$ cat config.mk
export PLATFORM = sky130hd
export DESIGN_NAME = multicycle_control
export DESIGN_NICKNAME = d
export VERILOG_FILES = /design/src/rtl/multicycle_control.sv
export SDC_FILE = /design/constraint.sdc
export NUM_CORES = 1
export LEC_CHECK = 0
export CORE_ASPECT_RATIO = 0.6
export CORE_MARGIN = 1
export CORE_UTILIZATION = 25
export DETAILED_ROUTE_END_ITERATION = 7
export GPL_TIMING_DRIVEN = 0
export PLACE_DENSITY = 0.51
export REMOVE_ABC_BUFFERS = 1
export SLEW_MARGIN = 25
export SYNTH_ARGS = -nofsm -noshare
export SYNTH_HDL_FRONTEND = slang
export SYNTH_SLANG_ARGS = --single-unit
$ cat constraint.sdc
create_clock -name clk -period 2.3 [get_ports clk]
set_clock_uncertainty 0.2 [all_clocks]
set_input_delay 0.46 -clock clk [delete_from_list [all_inputs] [get_ports clk]]
set_output_delay 0.46 -clock clk [all_outputs]
set_load 0.01 [all_outputs]
$ cat src/rtl/multicycle_control.sv
// Main control FSM for a multicycle RV32 subset (LW, SW, R-type, BEQ).
// Outputs are decoded from the state register; memory and branch strobes are qualified by their inputs.
module multicycle_control (
    input  logic       clk,
    input  logic       rst_n,
    input  logic [6:0] opcode,
    input  logic       zero,
    input  logic       mem_ready,
    output logic [1:0] ALU_Op,
    output logic [1:0] alu_src_a,
    output logic [1:0] alu_src_b,
    output logic [1:0] result_src,
    output logic       mem_read,
    output logic       mem_write,
    output logic       IR_write,
    output logic       PC_write,
    output logic       reg_write,
    output logic       instr_done,
    output logic       illegal,
    output logic [3:0] state
);

    typedef enum logic [3:0] {
        FETCH    = 4'd0,
        DECODE   = 4'd1,
        MEMADR   = 4'd2,
        MEMREAD  = 4'd3,
        MEMWB    = 4'd4,
        MEMWRITE = 4'd5,
        EXECR    = 4'd6,
        ALUWB    = 4'd7,
        BEQ      = 4'd8,
        TRAP     = 4'd9
    } state_e;

    localparam logic [6:0] OP_LW  = 7'b0000011;
    localparam logic [6:0] OP_SW  = 7'b0100011;
    localparam logic [6:0] OP_R   = 7'b0110011;
    localparam logic [6:0] OP_BEQ = 7'b1100011;

    state_e     state_q;
    logic [6:0] op_q;
    logic [1:0] rst_sync_q;
    logic       run_s;

    // Reset release synchroniser: assertion is immediate, release lands on the second clock edge.
    always_ff @(posedge clk or negedge rst_n) begin
        if (!rst_n) begin
            rst_sync_q <= 2'b00;
        end else begin
            rst_sync_q <= {rst_sync_q[0], 1'b1};
        end
    end

    assign run_s = rst_sync_q[1];
    assign state = state_q;

    // State register, next-state selection and the opcode latch taken in DECODE.
    always_ff @(posedge clk or negedge rst_n) begin
        if (!rst_n) begin
            state_q <= FETCH;
            op_q    <= 7'd0;
        end else if (!run_s) begin
            state_q <= FETCH;
            op_q    <= 7'd0;
        end else begin
            case (state_q)
                FETCH:    state_q <= mem_ready ? DECODE : FETCH;
                DECODE: begin
                    op_q <= opcode;
                    case (opcode)
                        OP_LW, OP_SW: state_q <= MEMADR;
                        OP_R:         state_q <= EXECR;
                        OP_BEQ:       state_q <= BEQ;
                        default:      state_q <= TRAP;
                    endcase
                end
                MEMADR:   state_q <= (op_q == OP_LW) ? MEMREAD : MEMWRITE;
                MEMREAD:  state_q <= mem_ready ? MEMWB : MEMREAD;
                MEMWB:    state_q <= FETCH;
                MEMWRITE: state_q <= mem_ready ? FETCH : MEMWRITE;
                EXECR:    state_q <= ALUWB;
                ALUWB:    state_q <= FETCH;
                BEQ:      state_q <= FETCH;
                TRAP:     state_q <= TRAP;
                // Unreachable encodings are treated as a fault and parked in TRAP.
                default:  state_q <= TRAP;
            endcase
        end
    end

    // Output decode; everything is held at zero until the synchronised reset releases.
    always_comb begin
        ALU_Op     = 2'b00;
        alu_src_a  = 2'b00;
        alu_src_b  = 2'b00;
        result_src = 2'b00;
        mem_read   = 1'b0;
        mem_write  = 1'b0;
        IR_write   = 1'b0;
        PC_write   = 1'b0;
        reg_write  = 1'b0;
        instr_done = 1'b0;
        illegal    = 1'b0;
        if (run_s) begin
            case (state_q)
                FETCH: begin
                    mem_read   = 1'b1;
                    alu_src_b  = 2'b10;
                    result_src = 2'b10;
                    IR_write   = mem_ready;
                    PC_write   = mem_ready;
                end
                DECODE: begin
                    alu_src_a = 2'b01;
                    alu_src_b = 2'b01;
                end
                MEMADR: begin
                    alu_src_a = 2'b10;
                    alu_src_b = 2'b01;
                end
                MEMREAD:  mem_read = 1'b1;
                MEMWB: begin
                    result_src = 2'b01;
                    reg_write  = 1'b1;
                    instr_done = 1'b1;
                end
                MEMWRITE: begin
                    mem_write  = 1'b1;
                    instr_done = mem_ready;
                end
                EXECR: begin
                    alu_src_a = 2'b10;
                    ALU_Op    = 2'b10;
                end
                ALUWB: begin
                    reg_write  = 1'b1;
                    instr_done = 1'b1;
                end
                BEQ: begin
                    alu_src_a  = 2'b10;
                    ALU_Op     = 2'b01;
                    PC_write   = zero;
                    instr_done = 1'b1;
                end
                TRAP:     illegal = 1'b1;
                default:  illegal = 1'b1;
            endcase
        end else begin
            mem_read = 1'b0;
        end
    end

endmodule

# == Yosys cells after proc, flatten, opt, wreduce, memory -nomap -nowiden ==
# Cells that the tools add are included.
# op_classes
addsub,0
n_mul,0
n_div,0
n_lt_le_gt_ge,0
eq_ne,14
shift,0
n_mux,31
bitwise,0
reduce_logical,8
# ops
cell,n
case mux 4 bit (7 select lines),1
"== test 4 x 3 -> 1 bit, second input constant",4
case mux 2 bit (2 select lines),4
"== test 7 x 2 -> 1 bit, second input constant",2
"== test 7 x 6 -> 1 bit, second input constant",2
2-to-1 mux 7 bit,2
2-to-1 mux 1 bit,13
case mux 4 bit (3 select lines),1
2-to-1 mux 3 bit,3
OR reduction 9 bit,1
"== test 4 x 2 -> 1 bit, second input constant",2
2-to-1 mux 2 bit,4
OR reduction 2 bit,4
"== test 7 bit, second input constant",1
OR reduction 3 bit,2
"== test 4 x 1 -> 1 bit, second input constant",1
"== test 4 bit, second input constant",1
zero test 4 bit,1
2-to-1 mux 4 bit,1
case mux 1 bit (2 select lines),2
"inequality test 2 x 1 -> 1 bit, second input constant",1
# word_totals
register_bits,13
latch_bits,0
ramBits,0
mem_bits_ro,0
in_bits,11
out_inout_bits,19
wordCells,56
mem_count,0

# == Logic depth before layout (Yosys ltp) ==
# logic_depth
depth_word,5
depth_mapped,5
ltp_nobuf,4

# == Worst setup path after synthesis ==
# OpenSTA, ideal clock, no wires.
# synth_timing
path_type,register -> output
startpoint,register state_q[2] (netlist: state[2])
endpoint,output port result_src[1]
t_arrival_ps,1440
required_time_ps,1640
path_slack_ps,200
path_stages_with_launch,5
n_path_buf,1
cell_sequence,dfrtp_1 or3_1 or2_4 nor2_1 buf_4
# synth_between
elab_chain_len,3
word_cells_on_any_way,4
classes_between,1 x eq/ne; 2 x mux; 1 x reduce/logical
# synth_lines
item,line_no,rtl
"start, declared",41,state_e state_q;
"start signal, assigned",68,FETCH: state_q <= mem_ready ? DECODE : FETCH;
"start signal, assigned",78,MEMADR: state_q <= (op_q == OP_LW) ? MEMREAD : MEMWRITE;
"start signal, assigned",79,MEMREAD: state_q <= mem_ready ? MEMWB : MEMREAD;
== test 4 x 3 -> 1 bit or zero test 4 bit (tied branches),106,case (state_q)
case mux 2 bit (2 select lines) (*),106,
2-to-1 mux 2 bit (*),105,if (run_s) begin
"end, declared",12,"output logic [1:0] result_src,"
# Mark *: on every way between the ends. The rest lies on a longest branch, timed or not.

# == Final worst setup path ==
# layout_timing
startpoint,register state_q[0] (netlist: state[0])
endpoint,output port instr_done
# layout_between
elab_chain_len,4
word_cells_on_any_way,7
classes_between,4 x eq/ne; 2 x mux; 1 x reduce/logical
# layout_lines
item,line_no,rtl
== test 4 bit or == test 4 x 3 -> 1 bit (tied branches),106,
OR reduction 3 bit (no source line),n/a,
case mux 1 bit (2 select lines) (*),106,
2-to-1 mux 1 bit (*),105,
"end, declared",18,"output logic instr_done,"
# Marks and branches as above.

==> results.yml <==
placed_design:
  io_buffer_count: 29
  dp_hpwl_um: 1650
  place_congestion: 0.803
  place_inst: 152
global_route:
  grt_pass1_vias: 725
  gr-usage-all-layers: 0.154
  grt_overflow: 0
  antenna_found_initial: 0
  grt_first_pass_wirelength_um: 3700
  grt_max_degree: 14
hold_path:
  worstHoldStart: "rst_sync_q[0]$_DFF_PN0_"
  hold_path_end: "rst_sync_q[1]$_DFF_PN0_"
  min_path_type: "flop to flop"
  min_path_cells: 0
floorplan:
  core.rowCount: 15
  die_x_um: 75.6
  coreArea_um2: 2980
  die_area_um2: 3490
  die_y_um: 46.1
  io_pins: 30
  start_util: 0.272
yosys:
  ys.flop_type: "dfrtp_1"
  avgSynthCellArea_um2: 9.44
  seq_area_frac_synth: 0.401
  ys_ff_latch: 13
  syn_area_um2: 812
  synth.distinct_cells: 36
  synth_edf_count: 0
  syn_inst: 86
  synthArstFlopShare: 1.00
  synth_warnings: 0
worst_setup_path:
  setup.worst_path.class: "flop to primary output"
  critPathTopFamily: "simple AND/OR/NAND/NOR gates"
  r2r_cells: 4
  rr_endpoint: "state[2]$_DFF_PN0_"
  crit_slowest_cell: "dfrtp_2"
  crit_chain: "or3_4 -> or2_4 -> nor2_4 -> a211o_1 -> buf_2"
  crit_buf_inv: 1
  cpPeakStageDelay_ns: 0.42
  critPathMaxFanout: 4
  timing.rr.start: "op_q[2]$_DFFE_PN0P_"
  crit_arrival_ns: 1.66
  cp-start-kind: "flop"
  end_kind: "primary output"
  worst_ep_required_time_ns: 1.64
  reg2reg_slack_ns: 0.55
cts:
  cts_tree: "yes"
  cts_buffers: 3
  clock-sinks: 13
  cts_hold_buf: 0
  cts_buffer_depth: 2
  h-tree-depth: 1
  worstSkewPairLatency_ns: 0.24
  path_clk_slew_ns: 0.05
  cts_root_buffer: "clkbuf_8"
timing:
  worst_pin_slew_ns: 0.574
  fmax_mhz: 431
  max-slew-margin-rel: 0.616
  hold_slack_ns: 0.152
  final_period_minus_worst_setup_slack_ns: 2.32
  timing.final.ws_setup_ns: -0.0176
  hold_viol_final: 0
  rsz0062_at_grt: "true"
  timing.final.crit_share: 1.01
  setup_violations: 1
  slew_violations: 0
routing:
  drc: 0
  wl_um: 2420
  drt_iter0_drc: 42
  drtAntennaViolNets: 0
  vias_per_cell: 5.02
  via_count: 819
  routedWlPerCell_um: 14.8
  dr.pass1.iters: 4
cells_and_area:
  instances_no_fill: 163
  n_fill_cell: 304
  regArea_um2: 330
  drive_above_1_share: 0.256
  nets: 133
  syn2layout_area_growth_pct: 46.8
  multi_input_area_um2: 452
  n_antenna_cell: 0
run_status:
  violations: "setup timing"
  status: "finished, violations left"
power:
  p_per_area_nw_per_um2: 513
  cellLeakagePower_nw: 0.541
  peakVddDrop_mv: 0.396
flow_run:
  maxCapViolations: 0
placed cells by master (no fill, tap or decap), types with 3 or more instances in the layout:
cell / n
nor3_1: 3
a21oi_1: 4
a22o_1: 7
nand2_1: 6
dlygate4sd2_1: 8
dfrtp_2: 4
o21ai_0: 3
inv_1: 3
clkbuf_8: 3
buf_4: 7
dfrtp_1: 9
buf_2: 6
nor2_1: 10
clkdlybuf4s50_1: 14
cell usage after synthesis, types with 3 or more instances:
library cell | instances | area share
a21oi_1 | 4 | 0.025
a22o_1 | 7 | 0.076
dfrtp_1 | 13 | 0.40
inv_1 | 4 | 0.018
nand2_1 | 6 | 0.028
nor2_1 | 11 | 0.051
nor3_1 | 3 | 0.018
o21ai_0 | 3 | 0.018
or3_1 | 3 | 0.023
metal layers:
metal,up-vias,GRT usage,part of all wire
li1,385,-,-
met1,393,0.229,0.47
met2,39,0.202,0.41
met3,2,0.0700,0.12
met4,0,0.0222,0.0017
met5,-,0,0
worst max-delay path by stage:
stage	from	endpoint	slack, ns	depth (start not counted)
after floorplan	state[1]$_DFF_PN0_	instr_done	0.13	4
after global placement	state[1]$_DFF_PN0_	instr_done	-0.40	5
after detailed placement	state[1]$_DFF_PN0_	instr_done	-0.39	5
after CTS	state[0]$_DFF_PN0_	instr_done	-0.09	5
after global routing	state[0]$_DFF_PN0_	instr_done	-0.06	5
final	state[0]$_DFF_PN0_	instr_done	-0.02	5
state kept, by name, indices dropped and copies added, names as in the netlist:
register / cells
rst_sync_q: 2
op_q: 7
state: 4
cells by family (layout without fill, tap and decap cells):
logic type                 after synthesis  in the layout  synth area share
other                                    1              1           0.00462
adders and majority gates                1              1            0.0123
muxes                                    1              1            0.0123
DFF                                     13             13             0.401
AOI/OAI and AO/OA                       22             22             0.200
and+or+nand+nor                         39             39             0.299
buffers and inverters                    9             44            0.0709
cell type report:
type,count,area share
Timing Repair Buffer,36,0.250
Tap cell,42,0.0441
Inverter,4,0.0126
Clock buffer,4,0.0378
Multi-Input combinational cell,64,0.379
Sequential cell,13,0.277
stage by stage:
step / utilization / cell area [um^2] / TNS, ns / total power, mW / worst slack [ns]
2_1_floorplan: - / 769 / 0 / 0.332 / 0.130
3_3_place_gp: 0.373 / 1110 / -2.84 / 0.408 / -0.402
3_5_place_dp: 0.373 / 1110 / -2.80 / 0.409 / -0.386
4_1_cts: 0.403 / 1200 / -0.0945 / 0.617 / -0.0945
5_1_grt: 0.400 / 1190 / -0.102 / 0.641 / -0.0600
6_report: 0.400 / 1190 / -0.0176 / 0.611 / -0.0176
repair_timing:
| action | CTS | global route |
|---|---|---|
| resized for setup | 40 | 5 |
| hold endpoints to repair | 0 | 0 |
| setup endpoints to repair | 15 | 5 |
| pin swaps | 1 | 2 |
| buffers inserted | 6 | 1 |
where the power goes:
group	leakage (nW)	internal, mW	switching, mW	total (mW)
clock network	0.0228	0.122	0.0733	0.195
logic	0.352	0.0793	0.0827	0.162
registers	0.167	0.244	0.0100	0.254
total	0.541	0.445	0.166	0.611
Note: power is estimated with default switching activity, not from simulation.
